### src/rtl/mips_pkg.sv
// Shared fetch-stage definitions: FSM states, the squash NOP word and the sequential PC step.
// Pure declarations, no logic; backpressure n/a.
package mips_pkg;

  typedef enum logic [1:0] {
    ST_BOOT  = 2'd0,
    ST_RUN   = 2'd1,
    ST_FAULT = 2'd2
  } fetch_state_e;

  localparam logic [31:0] NOP     = 32'h0000_0000;
  localparam logic [31:0] PC_STEP = 32'd4;

endpackage

### src/rtl/next_pc_logic.sv
// Next-PC select, priority jump > branch > stall hold > PC+4; purely combinational (0 cycles).
// Backpressure: stall holds the current PC unless a redirect wins.
module next_pc_logic
  import mips_pkg::*;
(
  input  logic [31:0] pc_i,
  input  logic [31:0] if_id_pc4_i,
  input  logic        stall_i,
  input  logic        branch_taken_i,
  input  logic [15:0] branch_offset_i,
  input  logic        jump_i,
  input  logic [25:0] jump_index_i,
  output logic [31:0] next_pc_o,
  output logic        redirect_o
);

  logic [31:0] branch_target;
  logic [31:0] jump_target;

  // Word offset, sign-extended and scaled to bytes; the add wraps at 32 bits.
  assign branch_target = if_id_pc4_i + {{14{branch_offset_i[15]}}, branch_offset_i, 2'b00};
  assign jump_target   = {if_id_pc4_i[31:28], jump_index_i, 2'b00};

  always_comb begin
    redirect_o = jump_i | branch_taken_i;
    next_pc_o  = pc_i + PC_STEP;
    if (jump_i) begin
      next_pc_o = jump_target;
    end else if (branch_taken_i) begin
      next_pc_o = branch_target;
    end else if (stall_i) begin
      next_pc_o = pc_i;
    end
  end

endmodule

### src/rtl/instruction_fetch.sv
// Fetch stage: PC register, IF/ID latch and BOOT/RUN/FAULT control; instruction reaches IF/ID one cycle after PC.
// Backpressure: stall freezes PC and IF/ID; redirects override stall; FAULT freezes everything until reset.
module instruction_fetch
  import mips_pkg::*;
#(
  parameter logic [31:0] RESET_PC   = 32'h0000_0000,
  parameter int          IMEM_BYTES = 37
) (
  input  logic        clk,
  input  logic        reset,
  input  logic        stall,
  input  logic        flush,
  input  logic        branch_taken,
  input  logic [15:0] branch_offset,
  input  logic        jump,
  input  logic [25:0] jump_index,
  input  logic [31:0] Instruction_Code,
  output logic [31:0] PC,
  output logic [31:0] IF_ID_Instruction,
  output logic [31:0] IF_ID_PC4,
  output logic        IF_ID_valid,
  output logic        fetch_fault
);

  localparam logic [32:0] LAST_BYTE = 33'(IMEM_BYTES - 1);

  fetch_state_e state_q, state_d;
  logic [31:0]  pc_q, pc_d;
  logic [31:0]  instr_q, instr_d;
  logic [31:0]  pc4_q, pc4_d;
  logic         valid_q, valid_d;
  logic         fault_q, fault_d;

  logic [31:0]  npc;
  logic         redirect;
  logic         fetch_bad;

  next_pc_logic u_next_pc (
    .pc_i            (pc_q),
    .if_id_pc4_i     (pc4_q),
    .stall_i         (stall),
    .branch_taken_i  (branch_taken),
    .branch_offset_i (branch_offset),
    .jump_i          (jump),
    .jump_index_i    (jump_index),
    .next_pc_o       (npc),
    .redirect_o      (redirect)
  );

  // 33-bit compare so a PC near the top of the address space cannot wrap into range.
  assign fetch_bad = (pc_q[1:0] != 2'b00) || (({1'b0, pc_q} + 33'd3) > LAST_BYTE);

  always_ff @(posedge clk) begin
    if (reset) begin
      state_q <= ST_BOOT;
      pc_q    <= RESET_PC;
      instr_q <= NOP;
      pc4_q   <= 32'h0;
      valid_q <= 1'b0;
      fault_q <= 1'b0;
    end else begin
      state_q <= state_d;
      pc_q    <= pc_d;
      instr_q <= instr_d;
      pc4_q   <= pc4_d;
      valid_q <= valid_d;
      fault_q <= fault_d;
    end
  end

  always_comb begin
    state_d = state_q;
    pc_d    = pc_q;
    instr_d = instr_q;
    pc4_d   = pc4_q;
    valid_d = valid_q;
    fault_d = fault_q;
    unique case (state_q)
      ST_BOOT: state_d = ST_RUN;
      ST_RUN: begin
        if (fetch_bad) begin
          instr_d = NOP;
          valid_d = 1'b0;
          fault_d = 1'b1;
          state_d = ST_FAULT;
        end else if (redirect) begin
          pc_d    = npc;
          instr_d = NOP;
          valid_d = 1'b0;
        end else if (stall) begin
          if (flush) begin
            instr_d = NOP;
            valid_d = 1'b0;
          end
        end else begin
          pc_d = npc;
          if (flush) begin
            instr_d = NOP;
            valid_d = 1'b0;
          end else begin
            instr_d = Instruction_Code;
            pc4_d   = pc_q + PC_STEP;
            valid_d = 1'b1;
          end
        end
      end
      ST_FAULT: ;
      default: state_d = ST_BOOT;
    endcase
  end

  assign PC                = pc_q;
  assign IF_ID_Instruction = instr_q;
  assign IF_ID_PC4         = pc4_q;
  assign IF_ID_valid       = valid_q;
  assign fetch_fault       = fault_q;

endmodule

### config.mk
export PLATFORM = sky130hd
export DESIGN_NAME = instruction_fetch
export DESIGN_NICKNAME = d
export VERILOG_FILES = /design/src/rtl/mips_pkg.sv /design/src/rtl/next_pc_logic.sv /design/src/rtl/instruction_fetch.sv
export SDC_FILE = /design/constraint.sdc
export NUM_CORES = 1
export LEC_CHECK = 0
export CORE_MARGIN = 1.5
export CORE_UTILIZATION = 40
export DETAILED_ROUTE_END_ITERATION = 8
export PLACE_DENSITY = 0.69
export RECOVER_POWER = 100
export SLEW_MARGIN = 20
export SYNTH_ARGS = -nofsm -noshare
export SYNTH_HDL_FRONTEND = slang
export SYNTH_SLANG_ARGS = --single-unit
### constraint.sdc
create_clock -name clk -period 9.3 [get_ports clk]
set_input_delay 1.395 -clock clk [delete_from_list [all_inputs] [get_ports clk]]
set_output_delay 1.395 -clock clk [all_outputs]
set_load 0.02 [all_outputs]
==> results of run 1 <==
## per-stage QoR
stage / hold WS, ns / util (%) / total power [W]
after floorplan: 0.4141 / - / 0.001203
after detailed placement: 0.4448 / 53.47 / 0.001460
after global routing: 0.4760 / 55.25 / 0.001884
after global placement: 0.4362 / 53.47 / 0.001451
final: 0.4581 / 55.25 / 0.001778
after CTS: 0.4596 / 55.55 / 0.001854
## state kept, by name, summed over array words and instances (netlist names)
name,flops
state_q,2
IF_ID_Instruction,32
IF_ID_valid,1
fetch_fault,1
PC,32
IF_ID_PC4,32
## path summary, 6_finish.rpt
path,endpoint,slack [ns],cells after the start
setup reg to reg,IF_ID_Instruction[0],3.12,11
setup / recovery,IF_ID_Instruction[0],3.12,11
hold reg to reg,IF_ID_valid,0.46,1
hold / removal,IF_ID_valid,0.46,1
## cells in the mapped netlist, drive strengths merged (13+ instances only)
master and instances:
xnor2 25, and3 38, nor2 69, nor3 24, o21ai 34, a21oi 64, dfxtp 100, nand2 67
inv 17, clkbuf 35, buf 17, nand3 23, a22o 33, nand4 15, xor2 13, a211oi 20
ha 30
## cell usage in the layout (no fill, tap or decap), drive strengths merged, types with 25 or more instances in the layout
cell type      instances
a21oi                 64
a22o                  33
and3                  38
clkdlybuf4s50         78
dfxtp                100
dlygate4sd3           99
ha                    30
nand2                 67
nor2                  69
o21ai                 34
xnor2                 25
## worst max-delay path, cell delays in order (launching register included)
cell,delay [ns]
dfxtp_1,0.51
ha_1,0.38
nand2_1,0.18
nor3_1,0.62
nand4_1,0.20
xnor2_1,0.21
o31a_1,0.30
nor3_1,0.63
nand4_1,1.34
nor2_2,0.36
clkbuf_1,1.09
a22o_1,0.28
## layer usage
layer | vias up | GRT usage [%] | routed length [um]
li1 | 3218 | - | -
met1 | 3053 | 33.02 | 9470
met2 | 213 | 38.72 | 9152
met3 | 19 | 4.075 | 1067
met4 | 0 | 6.279 | 259
met5 | - | 0 | 0
## cells by family (layout without fill, tap and decap cells)
family,count (synthesis),after routing,share of synthesized area (%)
and+or+nand+nor,285,285,23.48
AOI/OAI and AO/OA,249,249,27.14
DFF,100,100,31.54
buffers and inverters,70,219,4.593
xor gates and xnor gates,38,38,5.243
adders and majority gates,31,31,6.229
muxes,11,11,1.774
## where the power goes
group	total [W]	switching, W	leakage [nW]	internal [W]
logic	0.000755	0.000440	2.65	0.000315
registers	0.000627	0.000134	0.808	0.000493
clock network	0.000395	0.000201	0.153	0.000194
## layout make-up
class                           count  area share [%]
Clock buffer                        9           2.652
Inverter                           18          0.7955
Multi-Input combinational cell    614           47.25
Sequential cell                   100           23.57
Clock inverter                      7           1.105
Timing Repair Buffer              185           21.52
Tap cell                          211           3.108
==> results.py, run 1 <==
metrics = {
    "place": {
        "detailedPlace.worstSlack_ns": 4.182,
        "place_inst": 1128,
        "place.gp.congestion": 0.9306,
        "hpwl_mm": 14.39,
        "portBuffers": 177,
        "placed_cell_area_um2": 8219,
    },
    "finish": {
        "final_nets": 1039,
        "nFillCells": 1473,
        "multi_input_area_um2": 4013,
        "drive_above_1_share_pct": 4.502,
        "final_area_um2": 8493,
        "diodes": 0,
        "regArea_um2": 2002,
        "areaGrowthSynthToFinish_pct": 33.81,
        "fin_cells": 1144,
    },
    "pwr": {
        "ir_worst_vdd_mv": 0.1173,
        "cellLeakagePower_nw": 3.615,
        "powerDensity_nw_per_um2": 209.3,
    },
    "clock_tree": {
        "cts_setup_buffers": 0,
        "path_clk_slew_ns": 0.08,
        "ctsResizeCount": 0,
        "cts_hold_buf": 0,
        "cts_tree": "built",
        "clock_path_buffers": 2,
        "cts.sinks": 100,
        "cts_root_buf": "clkbuf_16",
        "worstSkewPairLatency_ns": 0.37,
        "cts_buffers": 9,
        "cts_max_level": 3,
    },
    "worst_setup_path": {
        "cp-end-kind": "register",
        "crit_path_start": "PC[2]",
        "r2r-start": "PC[2]",
        "crit_required_ns": 9.61,
        "worstSetupPathType": "register to register",
        "worstPathArrival_ns": 6.49,
        "setup.worst_path.start_class": "register",
        "critical_path.max_fanout": 35,
    },
    "timing": {
        "setup-tns-final_ns": 0,
        "post-route-min-period_ns": 6.181,
        "setup_slack_ns": 3.119,
        "hold_viol": 0,
        "worst_slew_pin_slew_ns": 1.540,
        "drv_slew": 36,
        "fin_crit_sh_pct": 66.46,
        "max_clock_freq_mhz": 161.8,
        "rsz0062_at_grt": "no",
        "finalSetupViolations": 0,
        "maxSlewHeadroom_pct": -2.964,
        "clock_skew_ns": 0.01053,
    },
    "yosys": {
        "synth_edf_count": 0,
        "yosysWarnings": 0,
        "avgSynthCellArea_um2": 8.096,
        "synth_top_area_share_pct": 31.54,
        "synthCells": 784,
        "yosysTopAreaCell": "dfxtp_1",
        "synthesis.area_um2": 6347,
        "syn_nets": 895,
        "ys_async_sr_fraction_pct": 0,
        "synth.area.top_cells": "dfxtp_1 32%, ha_1 5.9%, a21oi_1 5.0%, a22o_1 4.6%, nand2_1 4.0%",
        "synth_flop_cell": "dfxtp_1",
        "ys_seq_elements": 100,
        "yosysSeqAreaShare_pct": 31.54,
        "ys_types": 68,
    },
    "route": {
        "vias": 6503,
        "drc_errors": 0,
        "drt-total-wl_mm": 19.95,
        "drt_iter0_drc": 459,
        "detail_route.first_pass.iterations": 5,
        "wl_per_cell_um": 17.44,
        "viasPerCell": 5.684,
        "postRouteAntennaNets": 0,
    },
    "global_routing": {
        "antenna_found_initial": 0,
        "grt_start_max_net_pins": 43,
        "grt_pass1_vias": 5890,
        "grt_use_total_pct": 23.93,
        "grt_pass1_wl_mm": 31.40,
        "globalRoute.totalOverflow": 0,
    },
    "floorplan": {
        "start_util_pct": 41.29,
        "ioPinCount": 178,
        "design.die.area_um2": 16630,
        "rows": 45,
        "core_um2": 15370,
        "die-width_um": 129.0,
        "dieHeight_um": 129.0,
    },
    "worst_hold_path": {
        "hold_class": "register to register",
        "min_from": "IF_ID_valid",
    },
    "run": {
        "drv_cap": 1,
    },
    "outcome": {
        "outcome": "finished with violations",
        "violations": "capacitance limit, slew limit",
    },
}
No activity file was read; power rests on OpenSTA's default activity.
==> inputs of run 2 (changes only) <==
PLACE_DENSITY = 0.71   (was 0.69)
clock period = 5.5 ns   (was 9.3 ns; I/O delays follow)
==> results.py, run 2 (synthesis results as in run 1) <==
metrics = {
    "clock_tree": {
        "cts_max_level": 3,
        "clock_path_buffers": 2,
        "cts_setup_buffers": 0,
        "path_clk_slew_ns": 0.08,
        "ctsResizeCount": 0,
        "cts_buffers": 9,
        "cts.sinks": 100,
        "worstSkewPairLatency_ns": 0.36,
        "cts_hold_buf": 0,
        "cts_root_buf": "clkbuf_16",
        "cts_tree": "built",
    },
    "timing": {
        "worst_slew_pin_slew_ns": 0.7946,
        "maxSlewHeadroom_pct": 46.86,
        "max_clock_freq_mhz": 221.0,
        "finalSetupViolations": 0,
        "setup-tns-final_ns": 0,
        "drv_slew": 0,
        "post-route-min-period_ns": 4.525,
        "timing.hold.ws_ns": 0.4499,
        "clock_skew_ns": 0.01085,
        "rsz0062_at_grt": "no",
        "fin_crit_sh_pct": 82.27,
        "hold_viol": 0,
        "setup_slack_ns": 0.9753,
    },
    "floorplan": {
        "rows": 45,
        "ioPinCount": 178,
        "dieHeight_um": 129.0,
        "core_um2": 15370,
        "design.die.area_um2": 16630,
        "die-width_um": 129.0,
        "start_util_pct": 41.29,
    },
    "finish": {
        "drive_above_1_share_pct": 5.123,
        "final_common_cell": "dfxtp_1",
        "mostFrequentLayoutCells": "100 x dfxtp_1, 98 x dlygate4sd3_1, 79 x clkdlybuf4s50_1",
        "final_nets": 1043,
        "diodes": 0,
        "areaGrowthSynthToFinish_pct": 34.54,
        "nFillCells": 1440,
        "fin_cells": 1148,
    },
    "worst_hold_path": {
        "min_to": "IF_ID_valid",
        "hold_class": "register to register",
        "min_from": "IF_ID_valid",
        "holdPathStages": 1,
    },
    "route": {
        "drt-total-wl_mm": 19.85,
        "postRouteAntennaNets": 0,
        "detail_route.first_pass.iterations": 7,
        "vias": 6596,
        "viasPerCell": 5.746,
        "drt_iter0_drc": 454,
        "wl_per_cell_um": 17.29,
        "drc_errors": 0,
    },
    "run": {
        "drv_cap": 0,
    },
    "worst_setup_path": {
        "crit_required_ns": 5.80,
        "worstSetupPathType": "register to register",
        "worstPathArrival_ns": 4.82,
        "critical_path.max_fanout": 13,
        "r2r_cells": 11,
        "rrSetupSlack_ns": 0.98,
        "setup.worst_path.start_class": "register",
        "worstReg2RegEnd": "PC[23]",
        "cp-end-kind": "register",
        "r2r-start": "PC[2]",
    },
    "global_routing": {
        "globalRoute.totalOverflow": 0,
        "gr-usage-met3_pct": 4.740,
        "antenna_found_initial": 0,
        "grt_pass1_vias": 5954,
        "grt_use_met2_pct": 37.40,
        "busiest_layer": "met2",
        "grt_pass1_wl_mm": 31.42,
        "grt_use_total_pct": 23.68,
        "grt_start_max_net_pins": 41,
        "gr-usage-met1_pct": 32.38,
    },
    "place": {
        "detailedPlace.worstSlack_ns": 1.261,
        "place.gp.congestion": 0.9069,
        "hpwl_mm": 14.37,
        "place_inst": 1132,
        "portBuffers": 177,
    },
    "pwr": {
        "cellLeakagePower_nw": 3.637,
        "ir_worst_vdd_mv": 0.2330,
        "power.total_w": 0.003048,
        "powerDensity_nw_per_um2": 356.9,
    },
    "outcome": {
        "outcome": "finished, final reports clean",
    },
}
## run 2: final cells by class
| class | count | area, um^2 | area share (%) |
|---|---|---|---|
| Multi-Input combinational cell | 614 | 4039 | 47.30 |
| Sequential cell | 100 | 2002 | 23.44 |
| Timing Repair Buffer | 189 | 1858 | 21.76 |
| Tap cell | 211 | 264.0 | 3.092 |
| Clock buffer | 9 | 225.2 | 2.637 |
| Clock inverter | 7 | 83.83 | 0.9817 |
| Inverter | 18 | 67.56 | 0.7912 |
## run 2: power by group
| group | leakage, nW | switching, W | total, W | internal, W |
|---|---|---|---|---|
| clock network | 0.151 | 0.000337 | 0.000664 | 0.000327 |
| logic | 2.68 | 0.000777 | 0.00132 | 0.000547 |
| registers | 0.808 | 0.000226 | 0.00106 | 0.000834 |
| total | 3.64 | 0.00134 | 0.00305 | 0.00171 |
## run 2: per-stage QoR
step                      cell area (um^2)  utilization (%)
after floorplan                       6347                -
after global placement                8249            53.67
after detailed placement              8249            53.67
after CTS                             8558            55.68
after global routing                  8539            55.56
final                                 8539            55.56
## run 2: worst max-delay path, cell delays in order (launching register included)
cell	delay (ns)
dfxtp_1	0.49
ha_1	0.38
nand2_1	0.17
nor3_1	0.65
nand4_1	0.19
xnor2_1	0.19
o31a_1	0.33
nor3_4	0.33
and3_1	0.64
clkbuf_1	0.63
o221ai_1	0.27
a21oi_1	0.19
## run 2: worst max-delay path by stage
| stage | startpoint | endpoint | slack [ns] | cells past startpoint |
|---|---|---|---|---|
| after floorplan | branch_offset[7] | PC[24] | 2.09 | 9 |
| after global placement | branch_offset[0] | PC[30] | 1.36 | 14 |
| after detailed placement | branch_offset[0] | PC[28] | 1.26 | 13 |
| after CTS | PC[2] | PC[14] | 1.42 | 11 |
| after global routing | PC[2] | PC[23] | 0.72 | 11 |
| final | PC[2] | PC[23] | 0.98 | 11 |
## run 2: metal layers
metal  wire, um  up-vias
met5          0        -
met2       8930      279
met3       1487       31
met1       9040     3061
met4        391        0
li1           -     3225
